### config.mk
export PLATFORM = sky130hd
export DESIGN_NAME = sr_flag_arbiter
export DESIGN_NICKNAME = d
export VERILOG_FILES = /design/src/rtl/sr_arb_pkg.sv /design/src/rtl/rr_arbiter.sv /design/src/rtl/sr_flag_arbiter.sv
export SDC_FILE = /design/constraint.sdc
export NUM_CORES = 1
export LEC_CHECK = 0
export CAP_MARGIN = 5
export CORE_AREA = 2 2 73 57
export CTS_CLUSTER_SIZE = 28
export DETAILED_ROUTE_END_ITERATION = 10
export DIE_AREA = 0 0 75 59
export GPL_TIMING_DRIVEN = 0
export PLACE_DENSITY = 0.73
export REMOVE_ABC_BUFFERS = 1
export SETUP_SLACK_MARGIN = 0.5
export SLEW_MARGIN = 20
export SYNTH_ARGS = -nofsm -noshare
export SYNTH_HDL_FRONTEND = slang
export SYNTH_SLANG_ARGS = --single-unit
### constraint.sdc
create_clock -name clk -period 2.6 [get_ports clk]
set_clock_uncertainty 0.2 [all_clocks]
set_input_delay 0.39 -clock clk [delete_from_list [all_inputs] [get_ports clk]]
set_output_delay 0.39 -clock clk [all_outputs]
set_load 0.05 [all_outputs]
### src/rtl/sr_arb_pkg.sv
// Shared types for the SR flag arbiter:
// FSM states and set/clear command codes.
package sr_arb_pkg;

   typedef enum logic [1:0] {
      IDLE    = 2'd0,
      APPLY   = 2'd1,
      RELEASE = 2'd2
   } state_t;

   localparam logic [1:0] CMD_HOLD = 2'b00;
   localparam logic [1:0] CMD_CLR  = 2'b01;
   localparam logic [1:0] CMD_SET  = 2'b10;
   localparam logic [1:0] CMD_BAD  = 2'b11;

endpackage

### src/rtl/rr_arbiter.sv
// Combinational round-robin pick: first set
// req bit at or above ptr, with wrap-around.
module rr_arbiter #(
   parameter int NREQ = 4,
   parameter int PW   = (NREQ > 1) ? $clog2(NREQ) : 1
) (
   input  logic [NREQ-1:0] req,
   input  logic [PW-1:0]   ptr,
   output logic [NREQ-1:0] win,
   output logic [PW-1:0]   win_idx,
   output logic            any
);

   logic [NREQ-1:0] rot;
   logic [PW-1:0]   off;
   logic [PW:0]     sum;

   // rot[k] is req[(ptr + k) mod NREQ]
   assign rot = NREQ'({req, req} >> ptr);
   assign any = |req;

   always_comb begin
      off = '0;
      for (int k = NREQ - 1; k >= 0; k--) begin
         if (rot[k]) off = PW'(k);
      end
      sum = {1'b0, ptr} + {1'b0, off};
      if (sum >= (PW+1)'(NREQ)) sum = sum - (PW+1)'(NREQ);
      win_idx = sum[PW-1:0];
      win = any ? (NREQ'(1) << win_idx) : '0;
   end

endmodule

### src/rtl/sr_flag_arbiter.sv
// Bank of SR status flags shared by several requesters;
// one round-robin granted set/clear command per 3 cycles.
module sr_flag_arbiter
   import sr_arb_pkg::*;
#(
   parameter int NREQ  = 4,
   parameter int NFLAG = 8,
   parameter int IDXW  = 3
) (
   input  logic                 clk,
   input  logic                 rst,
   input  logic [NREQ-1:0]      req,
   input  logic [NREQ-1:0]      s,
   input  logic [NREQ-1:0]      r,
   input  logic [NREQ*IDXW-1:0] idx,
   input  logic                 err_clr,
   output logic [NREQ-1:0]      gnt,
   output logic [NFLAG-1:0]     q,
   output logic [NFLAG-1:0]     qb,
   output logic                 err,
   output logic                 busy
);

   localparam int PW = (NREQ > 1) ? $clog2(NREQ) : 1;

   state_t           state;
   logic [PW-1:0]    ptr;
   logic [PW-1:0]    win_q;
   logic [PW-1:0]    win_idx;
   logic [NREQ-1:0]  win;
   logic             any;
   logic [1:0]       cmd_q;
   logic [IDXW-1:0]  tgt_q;
   logic [1:0]       sel_cmd;
   logic [IDXW-1:0]  sel_idx;
   logic             in_range;
   logic             bad;
   logic [NFLAG-1:0] q_nxt;

   rr_arbiter #(
      .NREQ(NREQ),
      .PW  (PW)
   ) u_rr (
      .req    (req),
      .ptr    (ptr),
      .win    (win),
      .win_idx(win_idx),
      .any    (any)
   );

   assign qb = ~q;

   always_comb begin
      sel_cmd = CMD_HOLD;
      sel_idx = '0;
      for (int k = 0; k < NREQ; k++) begin
         if (win[k]) begin
            sel_cmd = {s[k], r[k]};
            sel_idx = idx[k*IDXW +: IDXW];
         end
      end
   end

   assign in_range = {1'b0, tgt_q} < (IDXW+1)'(NFLAG);
   assign bad      = (cmd_q == CMD_BAD) || !in_range;

   // S=R=1 and out-of-range targets leave every flag untouched
   always_comb begin
      q_nxt = q;
      for (int i = 0; i < NFLAG; i++) begin
         if (in_range && tgt_q == IDXW'(i)) begin
            case (cmd_q)
               CMD_CLR: q_nxt[i] = 1'b0;
               CMD_SET: q_nxt[i] = 1'b1;
               default: q_nxt[i] = q[i];
            endcase
         end
      end
   end

   always_ff @(posedge clk or negedge rst) begin
      if (!rst) begin
         state <= IDLE;
         gnt   <= '0;
         busy  <= 1'b0;
         ptr   <= '0;
         win_q <= '0;
         cmd_q <= CMD_HOLD;
         tgt_q <= '0;
         q     <= '0;
         err   <= 1'b0;
      end else begin
         if (state == APPLY && bad) err <= 1'b1;
         else if (err_clr)          err <= 1'b0;
         unique case (state)
            IDLE: begin
               if (any) begin
                  win_q <= win_idx;
                  cmd_q <= sel_cmd;
                  tgt_q <= sel_idx;
                  gnt   <= win;
                  busy  <= 1'b1;
                  state <= APPLY;
               end
            end
            APPLY: begin
               gnt   <= '0;
               q     <= q_nxt;
               ptr   <= (win_q == PW'(NREQ - 1)) ? '0 : win_q + 1'b1;
               state <= RELEASE;
            end
            RELEASE: begin
               busy  <= 1'b0;
               state <= IDLE;
            end
            default: begin
               gnt   <= '0;
               busy  <= 1'b0;
               state <= IDLE;
            end
         endcase
      end
   end

endmodule

**Word level (Yosys, flattened, before mapping)**

Cells that the tools add are included.

- Add/sub/neg operators: 3
- Order comparisons: 1
- Equal/unequal tests: 14
- Shift-type cells: 2
- Mux-type cells: 24
- Bitwise operators: 3
- Reductions and logical operators: 17

Operators with widths:

| operator | count |
|---|---|
| AND reduction 3 bit | 8 |
| 2-to-1 mux 2 bit | 11 |
| == test 3 bit, second input constant | 4 |
| 2-to-1 mux 3 bit | 4 |
| == test 2 bit, second input constant | 4 |
| 2-to-1 mux 4 bit | 2 |
| NOT 8 bit | 1 |
| case mux 4 bit (2 select lines) | 1 |
| right shift 8 x 2 -> 4 bit | 1 |
| == test 3 x 2 -> 1 bit, second input constant | 2 |
| AND reduction 2 bit | 3 |
| == test 2 x 1 -> 1 bit, second input constant | 2 |
| case mux 1 bit (2 select lines) | 2 |
| case mux 2 bit (2 select lines) | 1 |
| nonzero test 2 bit | 2 |
| OR reduction 4 bit | 1 |
| << shifter 1 x 2 -> 4 bit, first input constant | 1 |
| adder 2 x 2 -> 3 bit | 1 |
| == test 3 x 1 -> 1 bit, second input constant | 1 |
| >= comparator 3 bit, second input constant | 1 |
| logical NOT 3 bit | 1 |
| 2-to-1 mux 1 bit | 3 |
| adder 2 x 1 -> 2 bit, second input constant | 1 |
| logical NOT 2 bit | 1 |
| other kinds (4) | 5 |

- Register bits: 25
- Bits of input ports: 27
- Word-level logic and storage cells: 80

**Longest topological paths before layout**

Gate-level depths: netlist of run 1.

- Depth in word-level cells: 14
- Mapped depth: 11
- Gate-level depth less buffers: 10

**Hierarchy**

A second synthesis of run 1 with hierarchy kept.

- Cell total of the unflattened synthesis: 159
- Area total of the unflattened synthesis: 1557.7 sq um

By module, submodules not included:

| module | instances | cells each | area each (sq um) | sequential area each (sq um) |
|---|---|---|---|---|
| sr_flag_arbiter | 1 | 122 | 1267.5 | 625.6 |
| rr_arbiter | 1 | 37 | 290.3 | 0.0 |

**Least setup slack after synthesis of run 1**

No wires, ideal clock.

- Path kind: register to register
- From: register ptr[1]
- To: register cmd_q[1]
- Library setup time: 0.104 ns
- Arrival: 2.104 ns
- Data required time: 2.296 ns
- Path slack: 0.193 ns
- Stages on the path, launching flop included: 11
- Buffers on the path: 2
- Period minus slack after synthesis: 2.407 ns
- Path through: dfrtp_1 -> buf_4 -> o21ai_0 -> a21oi_1 -> o31a_1 -> ha_1 -> xnor2_1 -> and4_1 -> buf_2 -> or2_4 -> o311ai_1

- Cells in the longest elaborated chain, start to end: 14
- Elaborated cells between the ends (all ways): 15
- Classes of those cells: 2 x add/sub; 1 x order compare; 2 x shift; 10 x mux

Ends and longest elaborated chain:

| item | line | source |
|---|---|---|
| from (decl) | sr_flag_arbiter.sv:27 | `logic [PW-1:0] ptr;` |
| from (signal assigned) | sr_flag_arbiter.sv:109 | `ptr <= (win_q == PW'(NREQ - 1)) ? '0 : win_q + 1'b1;` |
| right shift 8 x 2 -> 4 bit | rr_arbiter.sv:19 | `assign rot = NREQ'({req, req} >> ptr);` |
| 2-to-1 mux 2 bit (4 in a row) | rr_arbiter.sv:25 | `if (rot[k]) off = PW'(k);` |
| adder 2 x 2 -> 3 bit (*) | rr_arbiter.sv:27 | `sum = {1'b0, ptr} + {1'b0, off};` |
| >= comparator 3 bit or subtractor 2 x 1 -> 2 bit (tied branches) | rr_arbiter.sv:28 | `if (sum >= (PW+1)'(NREQ)) sum = sum - (PW+1)'(NREQ);` |
| 2-to-1 mux 2 bit (*) | rr_arbiter.sv:28 |  |
| << shifter 1 x 2 -> 4 bit (*) | rr_arbiter.sv:30 | `win = any ? (NREQ'(1) << win_idx) : '0;` |
| 2-to-1 mux 4 bit (*) | rr_arbiter.sv:30 |  |
| 2-to-1 mux 2 bit (3 in a row) | sr_flag_arbiter.sv:57 | `if (win[k]) begin` |
| 2-to-1 mux 2 bit (*) | sr_flag_arbiter.sv:57 |  |
| to (signal assigned) | sr_flag_arbiter.sv:99 | `cmd_q <= sel_cmd;` |
| to (decl) | sr_flag_arbiter.sv:32 | `logic [1:0] cmd_q;` |

Every way passes the cells marked *; elsewhere a longest branch is shown, timed or not.
A chain may end at the register's enable or synchronous reset.

**Final worst setup path of run 1**

- From: register ptr[1]
- To: register gnt[3]

- Cells in the longest elaborated chain, start to end: 12
- Elaborated cells between the ends (all ways): 13
- Classes of those cells: 2 x add/sub; 1 x order compare; 2 x shift; 8 x mux

Ends and longest elaborated chain:

| item | line | source |
|---|---|---|
| right shift 8 x 2 -> 4 bit | rr_arbiter.sv:19 |  |
| 2-to-1 mux 2 bit (4 in a row) | rr_arbiter.sv:25 |  |
| adder 2 x 2 -> 3 bit (*) | rr_arbiter.sv:27 |  |
| >= comparator 3 bit or subtractor 2 x 1 -> 2 bit (tied branches) | rr_arbiter.sv:28 |  |
| 2-to-1 mux 2 bit (*) | rr_arbiter.sv:28 |  |
| << shifter 1 x 2 -> 4 bit (*) | rr_arbiter.sv:30 |  |
| 2-to-1 mux 4 bit (*) | rr_arbiter.sv:30 |  |
| 2-to-1 mux 4 bit (*) | sr_flag_arbiter.sv:97 | `if (any) begin` |
| case mux 4 bit (2 select lines) (*) | sr_flag_arbiter.sv:95 | `unique case (state)` |
| to (signal assigned) | sr_flag_arbiter.sv:101 | `gnt <= win;` |
| to (decl) | sr_flag_arbiter.sv:17 | `output logic [NREQ-1:0] gnt,` |

Every way passes the cells marked *; elsewhere a longest branch is shown, timed or not. The select of a mux whose other input is x is not followed.

==> metrics.txt, run 1 <==
grt ovf=0; Clock transition at path regs=0.09 ns; met1 GRT Util=0.266; fin crit period=2.36 ns; DR WL/cell=14.8 microns; IO Port Bufs=48; global-route usage over all layers=0.187; layout cell share with drive strength beyond 1=0.230; f_max=0.424 GHz; Warnings, synthesis=0; clk root buf=clkbuf_8; die area=4430 sq um; hold depth=1; clk buf depth=2; GR Layer Usage met2=0.288; Post-Syn Area per Cell=9.70 sq um; status=completed; num rows=19; drt first pass iters=4; sequential fraction of the synthesis area=0.436; hold_ws=0.311 ns; clk_lat worst skew=0.27 ns; Post-Syn Area=1440 sq um; Worst R2R Path Depth=8; final design utilization=0.592; Num CTS Buffers=3; Num Clock Sinks=25; Total Power=2.95 mW; Yosys cell types=37; Max Slew Vio Count=0; die width=75 microns; Synth Register Bits=25; final setup margin=0.244 ns; RSZ-0062 raised after global routing=yes; Vias=1335; fin crit share=0.906; first-pass GRT wire length=6270 microns; largest net degree at the start of global routing=26; Residual DRC=0; H-tree lvl count=1; Antenna diodes=0; final setup fails=0; CP arrival=2.36 ns; maxcap violations=0; Starting Density=0.395; Initial DRC Count=94; P_leak=0.912 nW; DRT antenna net count=0; Setup CP Type=flip-flop to flip-flop; Worst Max-Slew Pin Slew=0.674 ns; vias in the first global route=1296; antenna violations before repair=0; dpl ws=-0.700 ns; GR Util met3=0.0544; Cells after Synth=148; Worst slew margin=0.547; Worst Path Required=2.60 ns; final-report hold violation count=0; routed wire length=3740 microns; die height=59 microns; fin nets=232; post-detail-place hpwl=2680 microns; core area=3640 sq um; Peak VDD IR=0.598 mV; Setup crit start kind=flip-flop; crit path capture type=flip-flop; HP Class=flip-flop to flip-flop; P&R area growth vs syn=50.0%; Vias/cell=5.30; CTS tree=built; Power Density=1370 nW/um^2; gp weighted congestion=0.733; gr busiest metal=met2; Max FO, Critical Path=5; IO Count=49
## through the flow
stage | TNS (ns) | std cells | instance area (sq um)
floorplan | 0 | 143 | 1410
global placement | -4.66 | 243 | 1950
detailed placement | -5.15 | 243 | 1950
CTS | 0 | 251 | 2110
global route | 0 | 252 | 2150
finish | 0 | 252 | 2150
## worst paths after layout
check / startpoint / endpoint / slack (ns)
max in group asynchronous: rst / ptr[1]$_DFFE_PN0P_ / 1.35
hold reg to reg: win_q[0]$_DFFE_PN0P_ / ptr[0]$_DFFE_PN0P_ / 0.31
setup / recovery: ptr[1]$_DFFE_PN0P_ / gnt[3]$_DFFE_PN0P_ / 0.24
hold / removal: win_q[0]$_DFFE_PN0P_ / ptr[0]$_DFFE_PN0P_ / 0.31
setup reg to reg: ptr[1]$_DFFE_PN0P_ / gnt[3]$_DFFE_PN0P_ / 0.24
min in group asynchronous: rst / q[2]$_DFFE_PN0P_ / 0.44
## cell families after synthesis
group                      synth area share
xor gates and xnor gates            0.00610
adders and majority gates            0.0349
AOI/OAI and AO/OA                     0.240
and+or+nand+nor                       0.171
muxes                                0.0549
buffers and inverters                0.0575
DFF                                   0.436
## repair_timing
action / 4_1_cts / 5_1_grt
endpoints found under the setup margin: 21 / 15
endpoints found under the hold margin: 0 / 25
resized for setup: 39 / 10
pin swaps: 6 / 6
hold buffers: 0 / 1
setup buffers: 4 / 0
## layer usage
| metal | part of all wire | up-vias | wire, microns |
|---|---|---|---|
| li1 | - | 649 | - |
| met1 | 0.46 | 637 | 1730 |
| met2 | 0.47 | 45 | 1760 |
| met3 | 0.060 | 4 | 225 |
| met4 | 0.0069 | 0 | 26 |
| met5 | 0 | - | 0 |
## synth_stat cells
library cell	count	area [sq um]
dfrtp_1	25	626
nand2_1	18	67.6
inv_1	15	56.3
a21oi_1	7	35.0
mux2_2	7	78.8
nor2_1	7	26.3
a22o_1	6	52.6
o211ai_1	6	45.0
o21ai_0	6	30.0
a22oi_1	5	37.5
ha_1	4	50.1
nor3b_1	4	30.0
buf_2	3	15.0
nor2b_1	3	18.8
o311ai_2	3	48.8
a31o_2	2	17.5
and3b_1	2	17.5
nand3_1	2	10.0
nor3_1	2	10.0
o21ai_1	2	10.0
o311ai_1	2	17.5
or4_1	2	15.0
a2bb2oi_1	1	8.76
a31oi_2	1	12.5
and4_1	1	8.76
buf_4	1	7.51
clkbuf_1	1	3.75
nand2b_1	1	6.26
nand3b_1	1	7.51
nor4_1	1	6.26
o211ai_2	1	12.5
o31a_1	1	8.76
o31ai_1	1	7.51
or2_2	1	6.26
or2_4	1	8.76
or3_1	1	6.26
xnor2_1	1	8.76
## layout make-up
type / instances / area [sq um]
multi-input cells: 103 / 837
clock buffers: 3 / 41.3
inverters: 15 / 56.3
well taps: 52 / 65.1
repair buffers: 53 / 522
flip-flops and latches: 25 / 627
clock inverters: 1 / 5.00
fillers: 310 / 1480
## cells in the final DEF, fill, tap and decap left out, types with 5 or more instances in the layout
cell type and n:
a21oi_1 6, inv_1 13, a22oi_1 5, dlygate4sd2_1 10, a22o_1 6, nand2_1 17, dfrtp_1 24, o211ai_1 6
nor2_1 5, mux2_2 7, clkdlybuf4s50_1 33
## worst max-delay path: stages (launching register included)
cell	delay, ns
dfrtp_2	0.46
o21ai_1	0.14
a21oi_1	0.08
o31a_1	0.30
ha_4	0.20
xnor2_4	0.13
and4_4	0.17
or4_4	0.48
a21oi_2	0.13
## flip-flops by register name, indices dropped and copies added (netlist names)
| signal | count |
|---|---|
| q | 8 |
| tgt_q | 3 |
| gnt | 4 |
| win_q | 2 |
| state | 2 |
| busy | 1 |
| ptr | 2 |
| cmd_q | 2 |
| err | 1 |
## report_power, final
group	internal (mW)	switching [mW]
clock network	0.107	0.124
logic	0.809	1.20
registers	0.553	0.161
(Power assumes the default switching activity.)
==> run 2: changes to the inputs <==
--- a/config.mk
+++ b/config.mk
@@ -11,7 +11,7 @@
 export DETAILED_ROUTE_END_ITERATION = 10
 export DIE_AREA = 0 0 75 59
 export GPL_TIMING_DRIVEN = 0
-export PLACE_DENSITY = 0.73
+export PLACE_DENSITY = 0.81
 export REMOVE_ABC_BUFFERS = 1
 export SETUP_SLACK_MARGIN = 0.5
 export SLEW_MARGIN = 20
==> run 2 against run 1 <==
  * Non-clock buffer count is 1 higher
  * Hold slack worse by 0.0022 ns
  * First-iteration DRC count is 13% higher
  * Flip-flop and latch count stayed put
  * Power is 1.1% higher
  * Maximum frequency is 0.71% higher
  * Combinational power is 2% higher
  * Register-to-register slack better by 0.02 ns
  * Design area is 1.2% higher
  * Via count is 1.4% higher
  * Clock-buffer cell count is 1 higher
==> metrics.txt, run 2 (synthesis results as in run 1) <==
Biggest register=q (unchanged); Setup crit start kind=flip-flop (unchanged); die area=4430 sq um (unchanged); max FFs per register=8 (unchanged); DRT antenna net count=0 (unchanged); Max Slew Vio Count=0 (unchanged); clk buf depth=2 (unchanged); Peak VDD IR=0.597 mV (was 0.598 mV); Antenna diodes=0 (unchanged); final setup fails=0 (unchanged); Setup CP Type=flip-flop to flip-flop (unchanged); vias in the first global route=1234 (was 1296); Max FO, Critical Path=6 (was 5); P&R area growth vs syn=51.8% (was 50.0%); Worst Path Required=2.61 ns (was 2.60 ns); commonest non-fill, non-tap cell in the layout=clkdlybuf4s50_1 (unchanged); Clock transition at path regs=0.09 ns (about the same); RSZ-0062 raised after global routing=yes (unchanged); Worst slew margin=0.633 (was 0.547); first-pass GRT wire length=6040 microns (was 6270 microns); grt ovf=0 (unchanged); final-layout fill cell count=299 (was 310); gp weighted congestion=0.749 (was 0.733); fin crit period=2.34 ns (was 2.36 ns); delay-heaviest family, CP=simple AND/OR/NAND/NOR gates (was compound AO/OA/AOI/OAI gates); antenna violations before repair=0 (unchanged); Worst path slowest cell=or4_1 (was or4_4); HP Class=flip-flop to flip-flop (unchanged); fin crit share=0.900 (was 0.906); Num CTS Buffers=3 (unchanged); cells along the critical path=buf_4 > nand3b_1 > o211ai_1 > o31a_1 > ha_4 > xnor2_4 > a31oi_4 > or4_1 > a21oi_2 (was o21ai_1 > a21oi_1 > o31a_1 > ha_4 > xnor2_4 > and4_4 > or4_4 > a21oi_2); CTS tree=built (unchanged); DR WL/cell=14.8 microns (about the same); setup TNS=0 ns (unchanged); Vias/cell=5.31 (was 5.30); routed wire length=3760 microns (was 3740 microns); clk root buf=clkbuf_8 (unchanged); worst path buffer plus inverter count=1 (was 0); commonest non-fill, non-tap cells in the layout=clkdlybuf4s50_1 (34), dfrtp_1 (24), nand2_1 (18) (was clkdlybuf4s50_1 (33), dfrtp_1 (24), nand2_1 (17)); Residual DRC=0 (unchanged); Worst Max-Slew Pin Slew=0.546 ns (was 0.674 ns); core area=3640 sq um (unchanged); Initial DRC Count=106 (was 94); maxcap violations=0 (unchanged); CP arrival=2.35 ns (was 2.36 ns); num rows=19 (unchanged); IO Count=49 (unchanged); CP max stage delay=0.52 ns (was 0.48 ns); drt first pass iters=4 (unchanged); biggest regs=q: 8 flops, gnt: 4 flops, tgt_q: 3 flops (unchanged); die width=75 microns (unchanged); die height=59 microns (unchanged); Power Density=1370 nW/um^2 (about the same); IO Port Bufs=48 (unchanged); largest net degree at the start of global routing=26 (unchanged); Num Clock Sinks=25 (unchanged); crit path capture type=flip-flop (unchanged); Vias=1354 (was 1335); status=completed (unchanged); f_max=0.427 GHz (was 0.424 GHz); clk_lat worst skew=0.27 ns (about the same); final-report hold violation count=0 (unchanged); post-detail-place hpwl=2490 microns (was 2680 microns); Starting Density=0.395 (unchanged); fin nets=235 (was 232); Total Power=2.99 mW (was 2.95 mW); global-route usage over all layers=0.179 (was 0.187); layout cell share with drive strength beyond 1=0.236 (was 0.230); H-tree lvl count=1 (unchanged); P_leak=0.902 nW (was 0.912 nW)
==> run 2: metrics by stage <==
stage | hold slack, ns | util | instances | area, sq um | worst slack, ns
after floorplan | -0.106 | - | 143 | 1410 | 0.229
final | 0.309 | 0.599 | 255 | 2180 | 0.260
after global placement | 0.274 | 0.537 | 243 | 1950 | -0.662
after global routing | 0.323 | 0.599 | 255 | 2180 | 0.185
after CTS | 0.304 | 0.577 | 251 | 2100 | 0.315
after detailed placement | 0.284 | 0.537 | 243 | 1950 | -0.716
==> run 2: final cells by class <==
cell class,instances,area [sq um],share of cell area
multi-input cells,105,876,0.402
well taps,52,65.1,0.0299
flip-flops and latches,25,627,0.288
clock buffers,4,45.0,0.0207
repair buffers,54,509,0.234
inverters,15,56.3,0.0258
==> run 2: final timing paths <==
path | startpoint | end | slack [ns] | cells past startpoint
max | ptr[1]$_DFFE_PN0P_ | gnt[3]$_DFFE_PN0P_ | 0.26 | 9
min | win_q[1]$_DFFE_PN0P_ | win_q[1]$_DFFE_PN0P_ | 0.31 | 2
max reg2reg | ptr[1]$_DFFE_PN0P_ | gnt[3]$_DFFE_PN0P_ | 0.26 | 9
min reg2reg | win_q[1]$_DFFE_PN0P_ | win_q[1]$_DFFE_PN0P_ | 0.31 | 2
max in group asynchronous | rst | ptr[1]$_DFFE_PN0P_ | 1.37 | 2
min in group asynchronous | rst | q[2]$_DFFE_PN0P_ | 0.44 | 2
==> run 2: what timing repair did <==
action	in CTS	in global routing
pin swaps	6	6
gates cloned	0	2
resized for setup	32	21
hold endpoints to repair	0	25
setup endpoints to repair	21	16
hold buffers	0	1
setup buffers	4	1
==> run 2: per-layer routing <==
| metal | vias up | GRT usage | wire length [microns] | part of all wire |
|---|---|---|---|---|
| met5 | - | 0 | 0 | 0 |
| met4 | 0 | 0.0536 | 46 | 0.012 |
| met3 | 4 | 0.0289 | 175 | 0.047 |
| met2 | 42 | 0.276 | 1850 | 0.49 |
| met1 | 652 | 0.262 | 1690 | 0.45 |
| li1 | 656 | - | - | - |
==> run 2: worst reg2reg max path: stages (launching register included) <==
cell,delay (ns)
dfrtp_2,0.43
buf_4,0.16
nand3b_1,0.09
o211ai_1,0.10
o31a_1,0.17
ha_4,0.19
xnor2_4,0.19
a31oi_4,0.09
or4_1,0.52
a21oi_2,0.14
==> run 2: power breakdown <==
part | total, mW | internal [mW] | leakage, nW | switching (mW)
logic | 2.05 | 0.816 | 0.557 | 1.24
clock network | 0.229 | 0.110 | 0.0228 | 0.119
registers | 0.706 | 0.553 | 0.321 | 0.153
